### src/rtl/collision_scanner.sv
`default_nettype none
// ============================================================================
// collision_scanner: frame-synchronous frog/car collision sequencer and life
// manager. Optional macro EARLY_EXIT_EN ends the lane scan at the first hit.
// Revision: 1.0
// ============================================================================
module collision_scanner #(
  parameter int                     TILE_SIZE     = 32,
  parameter int                     NUM_LANES     = 5,
  parameter logic [9*NUM_LANES-1:0] LANE_Y        = {9'd320, 9'd288, 9'd192, 9'd160, 9'd128},
  parameter int                     NUM_LIVES     = 3,
  parameter int                     INVULN_FRAMES = 60
) (
  input  logic                    i_Clk,
  input  logic                    i_Rst,
  input  logic                    i_Frame_Start,
  input  logic                    i_Restart,
  input  logic [9:0]              i_Frog_X,
  input  logic [8:0]              i_Frog_Y,
  input  logic [10*NUM_LANES-1:0] i_Cars_X,
  output logic                    o_Busy,
  output logic                    o_Scan_Done,
  output logic                    o_Hit,
  output logic [2:0]              o_Hit_Lane,
  output logic                    o_Respawn,
  output logic [2:0]              o_Lives,
  output logic                    o_Game_Over
);

  localparam logic [2:0]  LAST_LANE   = 3'(NUM_LANES - 1);
  localparam logic [2:0]  LIVES_INIT  = 3'(NUM_LIVES);
  localparam logic [7:0]  INVULN_INIT = 8'(INVULN_FRAMES);
  localparam logic [10:0] TILE        = 11'(TILE_SIZE);

  typedef enum logic [1:0] {
    IDLE    = 2'd0,
    SNAP    = 2'd1,
    SCAN    = 2'd2,
    RESOLVE = 2'd3
  } state_t;

  state_t                    state;
  logic [2:0]                lane;
  logic                      hit_found;
  logic [2:0]                hit_idx;
  logic [7:0]                invuln;
  logic [9:0]                snap_frog_x;
  logic [8:0]                snap_frog_y;
  logic [10*NUM_LANES-1:0]   snap_cars_x;

  // Single shared comparator; operands widened to 11 bits so sums never wrap.
  logic [9:0]  cur_car_x;
  logic [8:0]  cur_lane_y;
  logic [10:0] fx, fy, cx, ly;
  logic        lane_hit;

  assign cur_car_x  = snap_cars_x[10*lane +: 10];
  assign cur_lane_y = LANE_Y[9*lane +: 9];
  assign fx = {1'b0, snap_frog_x};
  assign fy = {2'b00, snap_frog_y};
  assign cx = {1'b0, cur_car_x};
  assign ly = {2'b00, cur_lane_y};
  assign lane_hit = (fx < cx + TILE) && (fx + TILE > cx) &&
                    (fy >= ly) && (fy < ly + TILE);

  always_ff @(posedge i_Clk or posedge i_Rst) begin
    if (i_Rst) begin
      state       <= IDLE;
      lane        <= 3'd0;
      hit_found   <= 1'b0;
      hit_idx     <= 3'd0;
      invuln      <= 8'd0;
      snap_frog_x <= '0;
      snap_frog_y <= '0;
      snap_cars_x <= '0;
      o_Busy      <= 1'b0;
      o_Scan_Done <= 1'b0;
      o_Hit       <= 1'b0;
      o_Hit_Lane  <= 3'd0;
      o_Respawn   <= 1'b0;
      o_Lives     <= LIVES_INIT;
      o_Game_Over <= 1'b0;
    end else begin
      o_Scan_Done <= 1'b0;
      o_Respawn   <= 1'b0;
      if (i_Restart) begin
        state       <= IDLE;
        o_Busy      <= 1'b0;
        hit_found   <= 1'b0;
        invuln      <= 8'd0;
        o_Hit       <= 1'b0;
        o_Hit_Lane  <= 3'd0;
        o_Lives     <= LIVES_INIT;
        o_Game_Over <= 1'b0;
      end else begin
        case (state)
          IDLE: begin
            if (i_Frame_Start) begin
              state       <= SNAP;
              o_Busy      <= 1'b1;
              snap_frog_x <= i_Frog_X;
              snap_frog_y <= i_Frog_Y;
              snap_cars_x <= i_Cars_X;
              if (invuln != 8'd0) invuln <= invuln - 8'd1;
            end
          end
          SNAP: begin
            lane      <= 3'd0;
            hit_found <= 1'b0;
            hit_idx   <= 3'd0;
            state     <= SCAN;
          end
          SCAN: begin
            if (lane_hit && !hit_found) begin
              hit_found <= 1'b1;
              hit_idx   <= lane;
            end
            lane <= lane + 3'd1;
`ifdef EARLY_EXIT_EN
            if ((lane_hit && !hit_found) || lane == LAST_LANE) state <= RESOLVE;
`else
            if (lane == LAST_LANE) state <= RESOLVE;
`endif
          end
          RESOLVE: begin
            state       <= IDLE;
            o_Busy      <= 1'b0;
            o_Scan_Done <= 1'b1;
            o_Hit       <= hit_found;
            o_Hit_Lane  <= hit_found ? hit_idx : 3'd0;
            // Last life lost ends the game instead of respawning the frog.
            if (hit_found && invuln == 8'd0 && !o_Game_Over) begin
              invuln <= INVULN_INIT;
              if (o_Lives == 3'd1) begin
                o_Lives     <= 3'd0;
                o_Game_Over <= 1'b1;
              end else begin
                o_Lives   <= o_Lives - 3'd1;
                o_Respawn <= 1'b1;
              end
            end
          end
          default: state <= IDLE;
        endcase
      end
    end
  end

endmodule
`default_nettype wire

### config.mk
export PLATFORM = sky130hd
export DESIGN_NAME = collision_scanner
export DESIGN_NICKNAME = d
export VERILOG_FILES = /design/src/rtl/collision_scanner.sv
export SDC_FILE = /design/constraint.sdc
export NUM_CORES = 1
export LEC_CHECK = 0
export CAP_MARGIN = 20
export CORE_MARGIN = 2
export CORE_UTILIZATION = 54
export DETAILED_ROUTE_END_ITERATION = 12
export PLACE_DENSITY = 0.81
export SYNTH_ARGS = -nofsm -noshare
export SYNTH_HDL_FRONTEND = slang
export SYNTH_SLANG_ARGS = --single-unit
### constraint.sdc
create_clock -name i_Clk -period 4.35 [get_ports i_Clk]
set_input_delay 1.0875 -clock i_Clk [delete_from_list [all_inputs] [get_ports i_Clk]]
set_output_delay 1.0875 -clock i_Clk [all_outputs]
set_load 0.005 [all_outputs]
**Word level (Yosys, flattened, before mapping)**

Index checks and enable logic that the tools add are counted.

- Bits in registers: 97
- Latch bits: 0
- Memory bits (writable): 0
- Bits in read-only memories: 0
- Input bits: 73
- Output and inout bits: 11
- Memories: 0

- $add $sub $neg: 6
- $mul: 2
- Divide/modulo/power cells: 0
- Magnitude comparators: 4
- Equal/unequal tests: 11
- Shift operators: 2
- Multiplexer cells: 37
- Bitwise logic cells: 1
- Reductions and logical operators: 26

Operators by type and width:

| kind | count |
|---|---|
| $shiftx 50x8->10 | 1 |
| $shiftx 45x8->9 const A | 1 |
| $mux 8 | 4 |
| $mux 3 | 8 |
| $add 10x6->11 const B | 2 |
| $mux 1 | 16 |
| $pmux 8 s2 | 1 |
| $ne 3x3->1 const B | 5 |
| $pmux 3 s2 | 2 |
| $gt 11x10->1 | 1 |
| $lt 10x11->1 | 1 |
| $add 9x6->10 const B | 1 |
| $lt 9x10->1 | 1 |
| $reduce_and 2->1 | 5 |
| $ge 9x9->1 | 1 |
| $reduce_and 3->1 | 3 |
| $logic_not 8->1 | 1 |
| $pmux 2 s4 | 1 |
| $reduce_bool 2->1 | 4 |
| $reduce_bool 8->1 | 1 |
| $sub 8x1->8 const B | 1 |
| $mul 4x3->7 const A | 1 |
| $logic_and 1x1->1 | 6 |
| $mul 3x3->6 const A | 1 |
| 14 further kinds | 20 |

**Depth between registers and ports, before layout**

Gate-level depths: netlist (run 1).

- Depth in word-level cells: 11
- Mapped depth: 16

**Worst setup path before layout (run 1)**

No wires, ideal clock.

- Path kind: register to register
- From: reg lane[0]
- To: reg hit_idx[0]
- Data arrival time: 2.980 ns
- Path slack: 1.244 ns
- Cell stages (with the launch flop): 13
- Path buffers: 2
- Period minus slack after synthesis: 3.106 ns
- Path through: dfrtp_1 buf_6 buf_4 mux4_2 a21oi_1 ha_1 a21oi_1 a21oi_1 a2111oi_0 o21ai_0 o221a_4 or2_4 a221o_1

- Longest elaborated chain between the ends: 10
- Elaborated cells on any way between the ends: 18
- Those cells by class: 2 x add/sub; 2 x mul; 4 x order compare; 1 x eq/ne; 2 x shift; 2 x mux; 5 x reduce/logical

RTL lines:

| element | RTL line | RTL |
|---|---|---|
| start: declaration | 43 | `logic [2:0] lane;` |
| start signal: assignment | 118 | `lane <= lane + 3'd1;` |
| $mul 3x3->6 | 57 | `assign cur_car_x = snap_cars_x[10*lane +: 10];` |
| $shiftx 50x8->10 | 57 |  |
| $add 10x6->11 | 63 | `assign lane_hit = (fx < cx + TILE) && (fx + TILE > cx) &&` |
| $lt 10x11->1 | 63 |  |
| $logic_and 1x1->1 (2 in series) | 63 |  |
| $logic_and 1x1->1 | 64 | `(fy >= ly) && (fy < ly + TILE);` |
| $logic_and 1x1->1 | 114 | `if (lane_hit && !hit_found) begin` |
| $ne 2x2->1 (no line) | n/a |  |
| $reduce_and 3->1 (no line) | n/a |  |
| end signal: assignment | 116 | `hit_idx <= lane;` |
| end: declaration | 45 | `logic [2:0] hit_idx;` |

Parallel ways exist; a longest one is shown, timed or not. The select of a mux whose other input is x is not followed.
A chain may end at the register's enable or synchronous reset.

**Final worst setup path (run 1)**

- From: reg lane[0]
- To: reg hit_idx[1]

- Longest elaborated chain between the ends: 10
- Elaborated cells on any way between the ends: 16
- Those cells by class: 2 x add/sub; 2 x mul; 4 x order compare; 1 x eq/ne; 2 x shift; 5 x reduce/logical

RTL lines:

| element | RTL line |
|---|---|
| $mul 3x3->6 | 57 |
| $shiftx 50x8->10 | 57 |
| $add 10x6->11 | 63 |
| $lt 10x11->1 | 63 |
| $logic_and 1x1->1 (2 in series) | 63 |
| $logic_and 1x1->1 * | 64 |
| $logic_and 1x1->1 * | 114 |
| $ne 2x2->1 (no line) * | n/a |
| $reduce_and 3->1 (no line) * | n/a |

Every way passes the cells marked *; elsewhere a longest branch is shown, timed or not.

==> results summary, run 1 <==
The count of distinct cell types in the synthesized netlist came out at between 50 and 60. In this run the worst path has a maximum fanout of 15. The share of synthesized registers carrying an async set or reset is between 90% and 100%. The die outline width is 101 um. The cell area after technology mapping came out at 5080 um^2.

The via count came out at 3,557. The die covers 10,200 um^2. The normalized max-slew margin came out at between 40% and 50%. The flip-flop and latch count after synthesis came out at approximately 90. The max capacitance violation total is 0. The placer's final routability congestion estimate came out at about 0.84. The area growth from synthesis to layout is 21.0%.

The global router's overall resource usage is between 20% and 30%. The post-route netlist has between 20% and 30% of its cells at a drive strength greater than 1. In the synthesized netlist the dominant register cell turns out to be dfrtp_1. Dividing the detail-routed via count by the number of cells gives around 5.7. The synthesized area divided by synthesized cell count is ~12 um^2. The height of the die is just over 100 um. In this design, the stage delay of the slowest critical-path cell is ~850 ps. The maximum level of the CTS H-tree came out at 3. The Yosys step of the flow raised 0 warnings.

The total inserted antenna cells came out at 0. After floorplanning, the core was divided into 35 placement rows. The smallest clock period supported by the final layout is computed as 3790 ps. For this run the aggregate overflow at the end of global routing stands at 0. At the pin with the least slew margin, the transition time is approximately 770 ps.

The final total power came out at approximately 3.8 mW. Traced cell by cell, the critical path runs through buf_4 > mux4_2 > a21oi_1 > ha_1 > a21o_1 > a2111oi_0 > o21ai_0 > o221a_4 > or2_4 > a221o_1. In the final routed layout, each cell accounts on average for between 15 and 20 um.

The data arrival at the endpoint of the critical path is 4040 ps. The first-pass GRT wire length is 17.0 mm. The slack of the critical path is between 500 and 600 ps. The number of flops mapped to enable cells by yosys came out at 0. The number of global-route vias before repair is roughly 3,700. The initial antenna violation count is 0.

The post-synthesis cell count came out at 436. The clock buffer count from CTS came out at 9. The pin count of the biggest net entering global routing is just over 90. The top cell types in the final layout, fill and taps aside, are dfrtp_1, clkdlybuf4s50_1, mux2_2. The cell leakage power came out at about 2.7 nW.

The buffer and inverter count on the worst path came out at 1. The final HPWL from detailed placement came out at roughly 7.5 mm. The kind of cell with the highest combined delay along the critical path is compound AO/OA/AOI/OAI gates. The count of buffers added on input and output ports is between 70 and 80.

The startpoint-to-endpoint class of the critical path is register to register. In the final design database the tool counted 620 nets. The root buffer selected by CTS is clkbuf_8. The fraction of the cycle the final worst path needs came out at between 80% and 90%. The final count of pins violating max slew is 0.

The number of nets handed over by synthesis was between 500 and 600. The critical path required time is approximately 4600 ps. In this run, post-CTS hold repair placed 0 buffers. The overall routed net length came out at between 10 and 15 mm. The number of top-level pins is 84. Leaving out fill and tap cells, the most frequent cell in the layout is dfrtp_1.

The flow ran to the end, and the final reports show no timing, DRC or antenna violations. The number of search-and-repair iterations in the first detailed-routing pass came out at 5. The setup skew after layout is roughly 6.5 ps. The register clock-pin slew on the reported worst setup and hold paths came out at around 90 ps. For this run, the top clock speed supported by timing is between 200 and 300 MHz. The hold violation total from the final report is 0. The post-placement setup slack is between 600 and 700 ps. The worst hold path belongs to the class register to register. The worst setup path is captured at a register. The core region is between 9000 and 10,000 um^2.

The count of cells resized by post-cts repair came out at 0. The final count of negative-setup-slack endpoints is 0. Power spread over the standard cell area amounts to 618 nW/um^2.

The worst setup path is launched from a register. The number of nets with antenna violations after detailed routing is 0. TritonCTS built the clock tree. The total clock sinks came out at 92. For this design, the slowest cell found on the critical path is dfrtp_1.

The initial core utilization is between 50 and 60%. Clock latency on the worst-skew pair, taken at its later pin, is around 360 ps. Measured on the finished design, the core utilization comes to approximately 67%. For this block, the initial DRC count from the detailed router was 141.

The number of setup buffers added after CTS is 0. The share of the yosys chip area belonging to registers came out at 45.4%. Summed over all failing endpoints, the final setup total negative slack is 0 ps. Setup repair after global routing left no endpoint under its margin. The maximum ir drop on the vdd rail is roughly 0.0004 V. The maximum buffer depth of the clock tree is 2. The DRC violation count after routing came out at 0.
[cell type report]
class	instances	area, um^2
fillers	665	3050
multi-input cells	298	2530
flip-flops and latches	92	2300
repair buffers	84	848
clock buffers	11	141
well taps	111	139
inverters	25	95.1
clock inverters	5	83.8
[cells in the mapped netlist (6+ instances only)]
master,count,area share [%]
a21oi_1,24,2.4
buf_1,7,0.52
dfrtp_1,90,44
ha_1,37,9.1
inv_1,25,1.8
mux2_2,64,14
mux4_2,7,3.1
nand2_1,18,1.3
nand3_1,21,2.1
nor2_1,22,1.6
nor3_1,6,0.59
o21ai_0,15,1.5
xnor2_1,8,1.4
[metrics by stage]
stage | cell area, um^2 | std cells | hold WS (ps)
after floorplan | 5080 | 436 | 467
after global placement | 5910 | 609 | 480
after detailed placement | 5910 | 609 | 491
after CTS | 6140 | 625 | 512
after global routing | 6140 | 626 | 530
final | 6140 | 626 | 510
[sequential cells by signal, summed over array words and instances, names as in the netlist, 2 cells and up]
register / count
o_Lives: 3
state: 2
lane: 3
snap_frog_y: 4
snap_frog_x: 10
invuln: 8
snap_cars_x: 50
hit_idx: 3
o_Hit_Lane: 3
[final timing paths]
check,startpoint,end,slack (ps),cells past startpoint
worst max-delay path,lane[0]$_DFFE_PP0P_,hit_idx[1]$_DFFE_PP0P_,560,10
worst min-delay path,snap_cars_x[27]$_DFFE_PP0P_,snap_cars_x[27]$_DFFE_PP0P_,510,1
worst max register to register,lane[0]$_DFFE_PP0P_,hit_idx[1]$_DFFE_PP0P_,560,10
worst min register to register,snap_cars_x[27]$_DFFE_PP0P_,snap_cars_x[27]$_DFFE_PP0P_,510,1
max in group asynchronous,i_Rst,snap_frog_x[6]$_DFFE_PP0P_,2820,3
min in group asynchronous,i_Rst,snap_cars_x[7]$_DFFE_PP0P_,1120,3
[logic make-up after synthesis]
family	synth area share (%)
and+or+nand+nor	10.5
DFF	45.4
muxes	18.8
AOI/OAI and AO/OA	9.68
buffers and inverters	4.73
adders and majority gates	9.12
xor gates and xnor gates	1.73
[worst register-to-register path, delay by kind of cell, from the launching register on]
kind                     cells  cell delay (ps)
adder cells (fa/ha/maj)      1              280
AND/OR/NAND/NOR              1              240
flip-flops                   1              850
buffers and inverters        1              290
multiplexers                 1              500
AO/OA/AOI/OAI                6             1510
[power by group]
part / internal, mW / switching (mW) / leakage, nW / total [mW]
Combinational: 0.920 / 0.783 / 1.44 / 1.70
Clock: 0.342 / 0.302 / 0.106 / 0.644
Sequential: 1.20 / 0.246 / 1.13 / 1.45
[routing by layer]
metal | track usage [%] | vias up | wire, um
met2 | 35.4 | 89 | 5030
met1 | 27.1 | 1742 | 4420
li1 | - | 1713 | -
met4 | 6.44 | 0 | 121
met3 | 5.48 | 13 | 537
met5 | 0 | - | 0
No activity file was read; power rests on OpenSTA's default activity.
==> inputs of run 2 (changes only) <==
--- a/config.mk
+++ b/config.mk
@@ -6,6 +6,7 @@
 export NUM_CORES = 1
 export LEC_CHECK = 0
 export CAP_MARGIN = 20
+export CORE_ASPECT_RATIO = 1.1
 export CORE_MARGIN = 2
 export CORE_UTILIZATION = 54
 export DETAILED_ROUTE_END_ITERATION = 12
==> constraint.sdc (replaced) <==
create_clock -name i_Clk -period 4.35 [get_ports i_Clk]
set_input_delay 1.305 -clock i_Clk [delete_from_list [all_inputs] [get_ports i_Clk]]
set_output_delay 1.305 -clock i_Clk [all_outputs]
set_load 0.005 [all_outputs]
==> results summary, run 2 (synthesis results as in run 1) <==
The max capacitance violation total was 0 (unchanged). The setup TNS is 0 ps (unchanged). The initial antenna violation count came out at 0 (unchanged). The setup skew after layout is 14.5 ps (+8.08 ps). In the layout the commonest cells are dfrtp_1, clkdlybuf4s50_1, mux2_2.

The final cell count without fillers came to 632 (+0.96%). The number of cell rows was 37 (+5.7%). The quantity of hold-fixing buffers added after cts was 0 (unchanged).

The worst hold path belongs to the class register to register. The actual transition at the worst max-transition pin is 690 ps (-83.7 ps). The global router's overall resource usage is 21.8% (+0.62 points).

The number of instances in the placed design is 616 (+1.1%). The maximum level of the CTS H-tree came out at 3 (unchanged). The total inserted antenna cells is 0 (unchanged). The maximum buffer depth of the clock tree came out at 2 (unchanged). The flow ran to the end, and the final reports show no timing, DRC or antenna violations. The number of setup buffers added after CTS is 0 (unchanged). The final HPWL from detailed placement is 7.38 mm (-1.3%).

The number of global-route vias before repair came to 3,800 (+3.3%). The fill cell instance count of the final layout is 709 (+6.6%). The critical path capture point type is a register.

The shortest clock period the worst path allows after layout came out at 3720 ps (-72.4 ps). The routed wirelength normalized by instance count came to 16.0 um (-1.0%). The root buffer selected by CTS is clkbuf_8. The number of search-and-repair iterations in the first detailed-routing pass is 4 (-1). By startpoint and endpoint, the worst setup path is classified as register to register. The top register by number of flip-flops is snap_cars_x. The via count came to 3,562 (+0.14%). The instance count along the most critical hold path came out at 1 (unchanged). The total clock sinks came to 92 (unchanged). The leading cell type in the layout, fill and taps excluded is dfrtp_1. The number of flip-flops in the largest register came out at 50 (unchanged). The overall routed net length came to 10.1 mm (about the same). The largest registers in the layout are snap_cars_x (50), snap_frog_x (10), invuln (8). The fraction of final layout cells with drive strength greater than 1 is 20.8% (unchanged). The die outline width came out at 96.5 um (-4.5%). The pin count of the biggest net entering global routing came to 93 (unchanged). The count of cells resized by post-cts repair came to 0 (unchanged). The overflow left after global routing is 0 (unchanged). The count of input and output buffers came out at 78 (unchanged). The hold violation total from the final report is 0 (unchanged). The post-detailed-route via-to-cell ratio is 5.64 (-0.81%). The final count of pins violating max slew came out at 0 (unchanged). The initial detailed-routing violation count is 123 (-13%). From synthesis to final layout, the design area changed by 20.7%.

The normalized max-slew margin came out at 54.0% (+5.6 points). The initial core utilization came to 54.8% (-0.37 points). Setup repair after global routing left no endpoint under its margin. The cell leakage power came out at 2.65 nW (-0.58%). The number of nets with antenna violations after detailed routing came out at 0 (unchanged). The clock insertion delay at the later pin of the skew report was 350 ps (about the same). TritonCTS built the clock tree. The number of top-level pins came out at 84 (unchanged).

The placer's final routability congestion estimate is 0.814 (-2.9%). The register clock-pin slew on the reported worst setup and hold paths was 90 ps (about the same). The maximum ir drop on the vdd rail is 0.000357 V (-11%). The final count of negative-setup-slack endpoints is 0 (unchanged). STA classifies the critical path startpoint as a register. The upper clock frequency limit came out at 269 MHz (+1.9%). The net count of the finished layout is 621 (+0.16%). The core area came out at 9260 um^2 (+0.68%).

The fraction of the cycle the final worst path needs came out at 85.6% (-1.7 points). The depth of the most critical reg-to-reg path came out at 11 (+1). The height of the die is 106 um (+4.7%). The power per cell area came out at 606 nW/um^2 (-2.0%). The data arrival at the endpoint of the critical path is 3960 ps (-80 ps).

The area of the die is 10,200 um^2 (about the same). The DRC violation count after routing is 0 (unchanged). The peak fanout along the critical path is 14 (-1). The clock buffer count from CTS is 9 (unchanged). The first-pass GRT wire length came out at 17.4 mm (+2.5%). The critical path required time is 4590 ps (about the same).
==> run 2: path summary, 6_finish.rpt <==
| check | from | to | slack (ps) |
|---|---|---|---|
| hold / removal | snap_cars_x[6]$_DFFE_PP0P_ | snap_cars_x[6]$_DFFE_PP0P_ | 510 |
| setup reg to reg | lane[0]$_DFFE_PP0P_ | hit_idx[1]$_DFFE_PP0P_ | 630 |
| hold reg to reg | snap_cars_x[6]$_DFFE_PP0P_ | snap_cars_x[6]$_DFFE_PP0P_ | 510 |
| max in group asynchronous | i_Rst | snap_frog_x[7]$_DFFE_PP0P_ | 2590 |
| setup / recovery | lane[0]$_DFFE_PP0P_ | hit_idx[1]$_DFFE_PP0P_ | 630 |
| min in group asynchronous | i_Rst | snap_cars_x[17]$_DFFE_PP0P_ | 1370 |
==> run 2: metrics by stage <==
stage	instance area (um^2)	total power [mW]	utilization [%]	setup slack, ps	hold WS (ps)
after detailed placement	5930	3.15	64.0	576	491
after CTS	6120	3.73	66.1	636	512
after floorplan	5080	2.74	-	656	467
final	6130	3.71	66.2	628	505
after global routing	6130	4.02	66.2	287	526
after global placement	5930	3.03	64.0	666	479
==> run 2: layout make-up <==
cell class / instances / area, um^2 / share of cell area (%)
multi-input cells: 298 / 2530 / 41.3
flip-flops and latches: 92 / 2300 / 37.6
repair buffers: 85 / 858 / 14.0
well taps: 117 / 146 / 2.39
clock buffers: 10 / 128 / 2.08
inverters: 25 / 95.1 / 1.55
clock inverters: 5 / 61.3 / 1.00
==> run 2: power breakdown <==
part / internal (mW) / total, mW / switching (mW)
sequential: 1.20 / 1.46 / 0.252
combinational: 0.917 / 1.69 / 0.769
clock: 0.265 / 0.567 / 0.302
total: 2.39 / 3.71 / 1.32
==> run 2: per-layer routing <==
metal	wire (um)	GRT usage (%)	vias up
li1	-	-	1709
met1	4270	27.8	1737
met2	5160	36.5	97
met3	456	4.86	19
met4	215	7.04	0
met5	0	0	-
==> run 2: worst max-delay path: stages, from the launching register on <==
cell and delay (ps):
dfrtp_1 790, buf_4 240, mux4_2 500, a21oi_1 170
ha_1 270, a21oi_1 230, a21oi_1 100, a2111oi_0 410
o21ai_0 180, o221a_4 160, or2_4 240, a221o_1 290
